[src/rtl/adc_meter_pkg.sv]
// rtl/adc_meter_pkg.sv - shared constants, hold FSM encoding and width helper for the ADC level meter
// Contents:
//   MAG_W         width of a saturated sample magnitude
//   hold_state_e  overload-hold FSM states
//   clog2_min1    counter width able to hold values 0..value-1, never less than 1 bit
package adc_meter_pkg;

  localparam int MAG_W = 15;

  typedef enum logic {
    S_CLEAR = 1'b0,
    S_OVL   = 1'b1
  } hold_state_e;

  function automatic int clog2_min1(input int value);
    int w;
    w = 1;
    while ((64'd1 << w) < 64'(value)) begin
      w = w + 1;
    end
    return w;
  endfunction

endpackage

[src/rtl/adc_abs_sat.sv]
// rtl/adc_abs_sat.sv - registered saturating magnitude of a signed 16-bit sample plus its valid bit
// Ports:
//   clk_i    in   sample clock
//   rst_i    in   synchronous active-high reset
//   data_i   in   signed two's-complement sample
//   en_i     in   sample qualifier
//   mag_o    out  registered |data_i|, -32768 saturates to 32767
//   valid_o  out  registered en_i, aligned with mag_o
module adc_abs_sat
  import adc_meter_pkg::*;
(
  input  logic             clk_i,
  input  logic             rst_i,
  input  logic [15:0]      data_i,
  input  logic             en_i,
  output logic [MAG_W-1:0] mag_o,
  output logic             valid_o
);

  logic [MAG_W-1:0] mag_d, mag_q;
  logic             valid_q;

  always_comb begin
    mag_d = data_i[14:0];
    if (data_i[15]) begin
      // Only -32768 has no positive 16-bit counterpart; the low 15 bits of
      // the two's-complement negation are exact for every other negative value.
      if (data_i[14:0] == 15'd0) begin
        mag_d = 15'h7fff;
      end else begin
        mag_d = ~data_i[14:0] + 15'd1;
      end
    end
  end

  always_ff @(posedge clk_i) begin
    if (rst_i) begin
      mag_q   <= '0;
      valid_q <= 1'b0;
    end else begin
      mag_q   <= mag_d;
      valid_q <= en_i;
    end
  end

  assign mag_o   = mag_q;
  assign valid_o = valid_q;

endmodule

[src/rtl/adc_level_meter.sv]
// rtl/adc_level_meter.sv - windowed peak/mean magnitude and overload meter with sticky flag and hold output
// Ports:
//   clk_i         in   sample clock
//   rst_i         in   synchronous active-high reset
//   data_in       in   signed 16-bit sample from the data latch
//   en_i          in   sample qualifier
//   thresh_i      in   overload magnitude threshold, 0 disables overload detection
//   clr_i         in   clears window, accumulators and sticky flag
//   peak_o        out  max |x| of the last completed window
//   mean_o        out  sum(|x|) >> WINDOW_LOG2 of the last completed window
//   ovf_count_o   out  overload samples in the last completed window
//   meas_valid_o  out  one-cycle pulse when results load
//   ovf_flag_o    out  sticky overload flag
//   ovf_hold_o    out  high for HOLD_CYCLES cycles after the last overload
module adc_level_meter
  import adc_meter_pkg::*;
#(
  parameter int WINDOW_LOG2 = 16,
  parameter int HOLD_CYCLES = 4096
) (
  input  logic                   clk_i,
  input  logic                   rst_i,
  input  logic [15:0]            data_in,
  input  logic                   en_i,
  input  logic [MAG_W-1:0]       thresh_i,
  input  logic                   clr_i,
  output logic [MAG_W-1:0]       peak_o,
  output logic [MAG_W-1:0]       mean_o,
  output logic [WINDOW_LOG2:0]   ovf_count_o,
  output logic                   meas_valid_o,
  output logic                   ovf_flag_o,
  output logic                   ovf_hold_o
);

  localparam int SUM_W  = MAG_W + WINDOW_LOG2;
  localparam int CNT_W  = WINDOW_LOG2 + 1;
  localparam int HOLD_W = clog2_min1(HOLD_CYCLES);

  localparam logic [WINDOW_LOG2-1:0] WIN_LAST    = '1;
  localparam logic [HOLD_W-1:0]      HOLD_RELOAD = HOLD_W'(HOLD_CYCLES - 1);

  // Stage 1
  logic [MAG_W-1:0] s1_mag;
  logic             s1_valid;

  adc_abs_sat u_abs_sat (
    .clk_i   (clk_i),
    .rst_i   (rst_i),
    .data_i  (data_in),
    .en_i    (en_i),
    .mag_o   (s1_mag),
    .valid_o (s1_valid)
  );

  logic ovl;
  assign ovl = s1_valid & (thresh_i != '0) & (s1_mag >= thresh_i);

  // Stage 2 state
  logic [WINDOW_LOG2-1:0] win_cnt_d, win_cnt_q;
  logic [MAG_W-1:0]       peak_acc_d, peak_acc_q;
  logic [SUM_W-1:0]       sum_acc_d, sum_acc_q;
  logic [CNT_W-1:0]       cnt_acc_d, cnt_acc_q;

  logic [MAG_W-1:0]       peak_out_d, peak_out_q;
  logic [MAG_W-1:0]       mean_out_d, mean_out_q;
  logic [CNT_W-1:0]       cnt_out_d, cnt_out_q;
  logic                   meas_d, meas_q;
  logic                   flag_d, flag_q;

  hold_state_e            state_d, state_q;
  logic [HOLD_W-1:0]      hold_cnt_d, hold_cnt_q;

  // Window totals including the current stage-1 sample
  logic [MAG_W-1:0] peak_next;
  logic [SUM_W-1:0] sum_next;
  logic [CNT_W-1:0] cnt_next;
  logic             win_close;

  assign peak_next = (s1_mag > peak_acc_q) ? s1_mag : peak_acc_q;
  assign sum_next  = sum_acc_q + SUM_W'(s1_mag);
  assign cnt_next  = cnt_acc_q + CNT_W'(ovl);
  // A clear on the closing cycle discards the window instead of publishing it.
  assign win_close = s1_valid & (win_cnt_q == WIN_LAST) & ~clr_i;

  always_comb begin
    win_cnt_d  = win_cnt_q;
    peak_acc_d = peak_acc_q;
    sum_acc_d  = sum_acc_q;
    cnt_acc_d  = cnt_acc_q;
    peak_out_d = peak_out_q;
    mean_out_d = mean_out_q;
    cnt_out_d  = cnt_out_q;
    meas_d     = win_close;
    // Set wins over clear.
    flag_d     = ovl | (flag_q & ~clr_i);

    if (clr_i) begin
      win_cnt_d  = '0;
      peak_acc_d = '0;
      sum_acc_d  = '0;
      cnt_acc_d  = '0;
    end else if (s1_valid) begin
      if (win_cnt_q == WIN_LAST) begin
        win_cnt_d  = '0;
        peak_acc_d = '0;
        sum_acc_d  = '0;
        cnt_acc_d  = '0;
        peak_out_d = peak_next;
        mean_out_d = sum_next[SUM_W-1:WINDOW_LOG2];
        cnt_out_d  = cnt_next;
      end else begin
        win_cnt_d  = win_cnt_q + WINDOW_LOG2'(1);
        peak_acc_d = peak_next;
        sum_acc_d  = sum_next;
        cnt_acc_d  = cnt_next;
      end
    end
  end

  // Hold FSM: the counter runs regardless of en_i.
  always_comb begin
    state_d    = state_q;
    hold_cnt_d = hold_cnt_q;
    unique case (state_q)
      S_CLEAR: begin
        if (ovl) begin
          state_d    = S_OVL;
          hold_cnt_d = HOLD_RELOAD;
        end
      end
      S_OVL: begin
        if (ovl) begin
          hold_cnt_d = HOLD_RELOAD;
        end else if (clr_i || (hold_cnt_q == '0)) begin
          state_d    = S_CLEAR;
          hold_cnt_d = '0;
        end else begin
          hold_cnt_d = hold_cnt_q - HOLD_W'(1);
        end
      end
      default: begin
        state_d    = S_CLEAR;
        hold_cnt_d = '0;
      end
    endcase
  end

  always_ff @(posedge clk_i) begin
    if (rst_i) begin
      win_cnt_q  <= '0;
      peak_acc_q <= '0;
      sum_acc_q  <= '0;
      cnt_acc_q  <= '0;
      peak_out_q <= '0;
      mean_out_q <= '0;
      cnt_out_q  <= '0;
      meas_q     <= 1'b0;
      flag_q     <= 1'b0;
      state_q    <= S_CLEAR;
      hold_cnt_q <= '0;
    end else begin
      win_cnt_q  <= win_cnt_d;
      peak_acc_q <= peak_acc_d;
      sum_acc_q  <= sum_acc_d;
      cnt_acc_q  <= cnt_acc_d;
      peak_out_q <= peak_out_d;
      mean_out_q <= mean_out_d;
      cnt_out_q  <= cnt_out_d;
      meas_q     <= meas_d;
      flag_q     <= flag_d;
      state_q    <= state_d;
      hold_cnt_q <= hold_cnt_d;
    end
  end

  assign peak_o       = peak_out_q;
  assign mean_o       = mean_out_q;
  assign ovf_count_o  = cnt_out_q;
  assign meas_valid_o = meas_q;
  assign ovf_flag_o   = flag_q;
  assign ovf_hold_o   = (state_q == S_OVL);

endmodule

[config.mk]
export PLATFORM = sky130hd
export DESIGN_NAME = adc_level_meter
export DESIGN_NICKNAME = d
export VERILOG_FILES = /design/src/rtl/adc_meter_pkg.sv /design/src/rtl/adc_abs_sat.sv /design/src/rtl/adc_level_meter.sv
export SDC_FILE = /design/constraint.sdc
export NUM_CORES = 1
export LEC_CHECK = 0
export ABC_AREA = 1
export CAP_MARGIN = 30
export CORE_MARGIN = 10
export CORE_UTILIZATION = 45
export DETAILED_ROUTE_END_ITERATION = 8
export SLEW_MARGIN = 40
export SYNTH_ARGS = -nofsm -noshare
export SYNTH_HDL_FRONTEND = slang
export SYNTH_SLANG_ARGS = --single-unit
[constraint.sdc]
create_clock -name clk_i -period 3.7 [get_ports clk_i]
set_clock_uncertainty 0.2 [all_clocks]
set_input_delay 0.74 -clock clk_i [delete_from_list [all_inputs] [get_ports clk_i]]
set_output_delay 0.74 -clock clk_i [all_outputs]
set_load 0.1 [all_outputs]
==> metrics.md, run 1 <==
| Metric | Value |
|---|---|
| Final setup viols | `0` |
| CTS clock-pin slew for the worst setup and hold paths | `0.07 ns` |
| Simple-gate share of the synthesized area | `32.9%` |
| Fin crit period | `3.40 ns` |
| Fillers | `2068` |
| Flops & latches, synth | `157` |
| 1st-iter DRT viols | `490` |
| Seq pwr share | `43.2%` |
| Port bufs | `84` |
| Max-cap viol count | `0` |
| Initial Util | `45.7%` |
| Synth Area in Adders | `7.14%` |
| Vias | `8675` |
| DR pass1 iterations | `5` |
| Cell depth of the worst setup path | `19` |
| Internal cell power | `2.96 mW` |
| Inserted Diodes | `0` |
| Post-synth top flop | `dfxtp_1` |
| CP delay by family, top | `simple AND/OR/NAND/NOR gates` |
| Die Wd | `163 um` |
| Register area share after synthesis | `34.1%` |
| Mux contribution to synthesized area | `0%` |
| Syn_area_per_cell | `6.59 sq um` |
| Max Fclk | `294 MHz` |
| Longest Clk Path Bufs | `2` |
| Worst vdd ir | `0.289 mV` |
| Die H | `163 um` |
| Clock group share of total power | `44.1%` |
| Area grow syn2layout | `16.6%` |
| CP most frequent cell | `nand2_1` |
| Crit Path Max Fanout | `3` |
| Slew @ Worst Pin | `0.743 ns` |
| Critical Path, Cell by Cell | `clkdlybuf4s50_1 -> inv_1 -> ha_1 -> nand2_1 -> o21a_1 -> nand2_1 -> nand3_1 -> nand3_1 -> nand2_1 -> inv_2 -> ha_1 -> nand2_1 -> nor2_2 -> nand3_1 -> nor3_2 -> buf_4 -> xor2_1 -> nand2_1 -> a21oi_1` |
| Main combinational cell family by area after synthesis | `simple AND/OR/NAND/NOR gates` |
| Post-DP HPWL | `17.5 mm` |
| # IOs | `85` |
| Multi-input logic area | `5190 sq um` |
| Mapped Nets | `1485` |
| Slew HR | `50.3%` |
| Slowest CP cell | `clkdlybuf4s50_1` |
| Post-synth EDFFs | `0` |
| Startpoint Class | `input port` |
| CTS tree | `built` |
| Total GRT Usage | `18.0%` |
| CTS buffer count | `17` |
| CP endpoint kind | `flop` |
| Reg area | `3140 sq um` |
| P per Cell Area | `379 nW/um^2` |
| Synth area leader | `dfxtp_1` |
| Worst path bufs/invs | `4` |
| Xor/xnor share of the synthesized area | `3.23%` |
| H-tree levels | `4` |
| Share of cells above drive strength 1 | `8.58%` |
| Fin. Hold Viols | `0` |
| Row Count | `52` |
| Sw frac | `27.4%` |
| HP Class | `flop to flop` |
| Initial antenna violation count | `0` |
| Clock Latency Late Sink | `0.43 ns` |
| CP Class | `input port to flop` |
| Vias in the first global route | `8407` |
| Final worst slack | `0.304 ns` |
| Top post-synthesis cells by area | `dfxtp_1 (34%), nand2_1 (17%), inv_1 (7.6%)` |
| Largest net degree at the start of global routing | `70` |
| Synth top area share | `34.1%` |
| Post-DP Area | `10100 sq um` |
| Psw | `1.12 mW` |
| Clock tree sinks | `157` |
| Die area | `26600 sq um` |
| Status | `finished clean` |
| Final Non-Filler Cells | `1761` |
| Drt total wl | `23.6 mm` |
| Most frequent cells in the layout | `nand2_1 (406), inv_1 (184), dfxtp_1 (157)` |
| Synth Cell Area | `9220 sq um` |
| Root buffer cell | `clkbuf_16` |
| Fin nets | `1565` |
| Reg2reg path depth | `18` |
| Worst EP arrival | `3.56 ns` |
| Wire length per cell | `13.4 um` |
| Crit path largest cell delay | `0.48 ns` |
| Routed vias/inst | `4.93` |
| Worst Path Required | `3.87 ns` |
| Synth Instances | `1398` |
| Post-route ant nets | `0` |
| Compound-Gate Fraction of Synth Area | `12.9%` |
| Ys Warns | `0` |
| Placement Setup Slack | `-0.170 ns` |
| FF-to-FF setup slack | `0.71 ns` |
| Commonest non-fill, non-tap cell in the layout | `nand2_1` |
| GPL Wtd Cong | `0.888` |
| Core Box Area | `20200 sq um` |
| Comb pwr share | `12.7%` |
| Global route overflow | `0` |
| Library cells used by synthesis | `44` |
| Placed insts | `1728` |
| Pwr Total | `4.08 mW` |
| Post-route cell area | `10800 sq um` |
| Lkg Pwr | `5.12 nW` |
| Hold path cells | `2` |
| Fin. max-slew vios | `0` |
| Drt drc | `0` |
| Final worst path period share | `91.8%` |
| RSZ-0062 raised after global routing | `false` |
| Post-synthesis async set-or-reset flop share | `0%` |
| First-pass GRT wire length | `39.9 mm` |
[cells in the mapped netlist, types with 4 or more instances]
cell / number
nand3_1: 101
nand4_1: 18
o21a_1: 27
a21o_1: 4
a21oi_1: 113
o21bai_1: 4
xor2_1: 28
a31oi_1: 6
nor3_1: 23
dfxtp_1: 157
clkbuf_1: 29
o21ai_0: 48
inv_1: 186
buf_2: 7
nand3b_1: 15
nor2_1: 122
xnor2_1: 6
nand2_1: 406
or2_2: 11
ha_1: 51
[what timing repair did]
item / CTS / global route
setup buffers: 0 / 1
endpoints found under the setup margin: 0 / 4
resized for setup: 0 / 3
hold buffers: 0 / 0
[final timing paths]
check | start | to
min | ovf_flag_o | ovf_flag_o
min reg2reg | ovf_flag_o | ovf_flag_o
max | thresh_i[6] | cnt_acc_q[11]
max reg2reg | u_abs_sat.mag_o[1] | cnt_acc_q[11]
[per-stage QoR]
| stage | setup TNS, ns | utilization [%] | hold WS (ns) |
|---|---|---|---|
| floorplan | 0 | - | 0.236 |
| global placement | -0.147 | 51.3 | 0.247 |
| detailed placement | -0.748 | 50.2 | 0.245 |
| CTS | 0 | 53.2 | 0.261 |
| global route | 0 | 53.3 | 0.280 |
| finish | 0 | 53.3 | 0.255 |
[routing by layer]
metal  vias to the layer above  track usage, %  routed length, um
met5                         -               0                  0
li1                       4644               -                  -
met1                      3890            22.6              11300
met4                         0            5.25                352
met2                       117            30.9              11300
met3                        24            2.92                680
[sequential cells by signal, indices dropped and copies added, names as in the netlist]
name               flops
mean_o                15
hold_cnt_q            12
meas_valid_o           1
u_abs_sat.valid_o      1
ovf_count_o           17
ovf_hold_o             1
sum_acc_q             31
win_cnt_q             16
peak_acc_q            15
cnt_acc_q             17
peak_o                15
u_abs_sat.mag_o       15
ovf_flag_o             1
[power by group through the flow]
stage | clock network [mW] | logic, mW | registers (mW)
after global placement | 0 | 0.513 | 1.80
after floorplan | 0 | 0.371 | 1.79
after global routing | 1.91 | 0.597 | 1.76
after detailed placement | 0 | 0.515 | 1.80
after CTS | 1.84 | 0.518 | 1.76
final | 1.80 | 0.516 | 1.76
[worst reg2reg max path, delay by kind of cell (launching register included)]
family / cells / cell delay, ns
AOI/OAI and AO/OA: 2 / 0.27
buffers and inverters: 2 / 0.25
xor gates and xnor gates: 1 / 0.18
and+or+nand+nor: 11 / 1.10
DFF: 1 / 0.41
adders and majority gates: 2 / 0.52
[cell families (layout without fill, tap and decap cells)]
logic type / count (synthesis) / in the layout
buf+inv: 230 / 323
fa+ha+maj: 52 / 52
flops: 157 / 157
simple gates: 712 / 712
compound gates: 213 / 213
xor+xnor: 34 / 34
[layout make-up]
| type | instances | area share, % |
|---|---|---|
| Tap cell | 270 | 3.14 |
| Multi-Input combinational cell | 1011 | 48.3 |
| Inverter | 189 | 6.60 |
| Sequential cell | 157 | 29.2 |
| Clock buffer | 19 | 4.21 |
| Timing Repair Buffer | 102 | 7.12 |
| Clock inverter | 13 | 1.43 |
Note: power is estimated with default switching activity, not from simulation.
==> inputs of run 2 (changes only) <==
--- a/config.mk
+++ b/config.mk
@@ -7,6 +7,7 @@
 export LEC_CHECK = 0
 export ABC_AREA = 1
 export CAP_MARGIN = 30
+export CORE_ASPECT_RATIO = 0.75
 export CORE_MARGIN = 10
 export CORE_UTILIZATION = 45
 export DETAILED_ROUTE_END_ITERATION = 8
==> run 2 against run 1 <==
Against the previous run:
- fmax up 3.4%
- worst hold slack about the same
- combinational power up 0.8%
- critical path type unchanged
- global-route usage rose by 0.57 points
- count of clock-buffer cells in the layout shrank 2
- critical path depth up 1
- via count grew 1.1%
==> metrics.md, run 2 (same netlist as run 1, synthesis figures left out) <==
| Metric | Value |
|---|---|
| Status | `finished clean` |
| CTS Hold Bufs | `0` |
| Total GRT Usage | `18.5%` |
| Vias | `8770` |
| Final Non-Filler Cells | `1748` |
| Die Wd | `185 um` |
| Final setup viols | `0` |
| CP most frequent cell | `nand2_1` |
| Port bufs | `84` |
| Pwr Total | `4.08 mW` |
| H-tree levels | `4` |
| Clock Latency Late Sink | `0.43 ns` |
| DR pass1 iterations | `7` |
| Largest net degree at the start of global routing | `70` |
| Root buffer cell | `clkbuf_16` |
| Setup TNS | `0 ns` |
| CTS buffer count | `17` |
| Worst hold slack | `0.255 ns` |
| FF-to-FF setup slack | `0.81 ns` |
| Placed insts | `1718` |
| Fin nets | `1566` |
| RSZ-0062 raised after global routing | `false` |
| Area grow syn2layout | `16.3%` |
| Drt drc | `0` |
| Fin. Hold Viols | `0` |
| CP endpoint kind | `flop` |
| Worst vdd ir | `0.253 mV` |
| Max Fclk | `304 MHz` |
| Max reg flops | `31` |
| Global route overflow | `0` |
| Row Count | `45` |
| Worst Path Required | `3.86 ns` |
| First-pass GRT wire length | `40.3 mm` |
| Slowest CP cell | `clkdlybuf4s50_1` |
| Startpoint Class | `input port` |
| CTS clock-pin slew for the worst setup and hold paths | `0.06 ns` |
| Slew HR | `48.3%` |
| 1st-iter DRT viols | `570` |
| Die H | `144 um` |
| Most frequent cells in the layout | `nand2_1 (406), inv_1 (185), dfxtp_1 (157)` |
| Crit path largest cell delay | `0.48 ns` |
| Largest reg by FF count | `sum_acc_q` |
| Drt total wl | `24.0 mm` |
| Share of cells above drive strength 1 | `8.39%` |
| Initial Util | `45.6%` |
| Post-DP HPWL | `17.6 mm` |
| # resized after CTS | `0` |
| Worst EP arrival | `3.44 ns` |
| Inserted Diodes | `0` |
| Die area | `26700 sq um` |
| HP Class | `flop to flop` |
| Vias in the first global route | `8115` |
| Fin. max-slew vios | `0` |
| Post-route ant nets | `0` |
| CP delay by family, top | `simple AND/OR/NAND/NOR gates` |
| Routed vias/inst | `5.02` |
| Core Box Area | `20200 sq um` |
| Slew @ Worst Pin | `0.776 ns` |
| Commonest non-fill, non-tap cell in the layout | `nand2_1` |
| CTS tree | `built` |
| Max-cap viol count | `0` |
| Worst path bufs/invs | `3` |
| Final worst slack | `0.415 ns` |
| Clock tree sinks | `157` |
| Wire length per cell | `13.7 um` |
| # IOs | `85` |
| Core Util, Final | `53.0%` |
| Longest Clk Path Bufs | `2` |
| Initial antenna violation count | `0` |
| Critical Path, Cell by Cell | `clkdlybuf4s50_1 -> inv_1 -> ha_1 -> nand2_1 -> o21ai_0 -> nand2_1 -> nand2_1 -> nand3_1 -> nand3_1 -> nand2_1 -> inv_1 -> ha_1 -> nand2_1 -> nor2_2 -> nand3_1 -> nor2_1 -> nand3_1 -> xnor2_1 -> nand2_1 -> a21oi_1` |
| CP Class | `input port to flop` |
| GPL Wtd Cong | `0.916` |
| Lkg Pwr | `5.11 nW` |
| Setup Fix Bufs, Post-CTS | `0` |
| Final worst path period share | `88.8%` |
| Crit Path Max Fanout | `3` |
| Fin crit period | `3.29 ns` |
| Placement Setup Slack | `-0.0618 ns` |
| P per Cell Area | `380 nW/um^2` |
| Post-route cell area | `10700 sq um` |
| Post-DP Area | `10100 sq um` |
[run 2: cell count changes in the layout (fill, tap and decap cells not counted), moves of 2 or more]
cell | before | now
buf_2 | 44 | 46
clkbuf_8 | 2 | 0
clkinv_2 | 0 | 2
clkinv_4 | 5 | 2
[run 2: cell type report]
| cell class | instances | area (sq um) |
|---|---|---|
| Timing Repair Buffer | 103 | 768 |
| Sequential cell | 157 | 3140 |
| Multi-Input combinational cell | 1011 | 5180 |
| Fill cell | 2052 | 9500 |
| Clock inverter | 13 | 166 |
| Clock buffer | 17 | 425 |
| Tap cell | 258 | 323 |
| Inverter | 189 | 709 |
[run 2: tightest hold or removal path: cells and delay by family (launching register included)]
family / cells / cell delay [ns]
flip-flops: 1 / 0.31
AND/OR/NAND/NOR: 2 / 0.10
[run 2: path summary, 6_finish.rpt]
path / start / to / cells after the start
setup / recovery: thresh_i[2] / cnt_acc_q[10] / 20
hold / removal: ovf_flag_o / ovf_flag_o / 2
setup reg to reg: u_abs_sat.mag_o[1] / cnt_acc_q[10] / 18
hold reg to reg: ovf_flag_o / ovf_flag_o / 2
[run 2: routing by layer]
metal,wire [um],global-route usage [%],vias to the layer above
met2,10300,28.6,159
met4,245,4.48,0
met5,0,0,-
met1,12300,25.8,3954
li1,-,-,4638
met3,1230,3.68,19
[run 2: report_power, final]
| group | total, mW | internal [mW] | switching, mW |
|---|---|---|---|
| registers | 1.76 | 1.72 | 0.0410 |
| logic | 0.520 | 0.195 | 0.325 |
| clock network | 1.79 | 1.06 | 0.733 |
==> inputs of run 3 (changes only) <==
--- a/config.mk
+++ b/config.mk
@@ -6,10 +6,10 @@
 export NUM_CORES = 1
 export LEC_CHECK = 0
 export ABC_AREA = 1
-export CAP_MARGIN = 30
 export CORE_ASPECT_RATIO = 0.75
 export CORE_MARGIN = 10
 export CORE_UTILIZATION = 45
+export CTS_CLUSTER_DIAMETER = 100
 export DETAILED_ROUTE_END_ITERATION = 8
 export SLEW_MARGIN = 40
 export SYNTH_ARGS = -nofsm -noshare
==> results of run 3 <==
Final layout, timing and power as in run 2 (identical DEF).
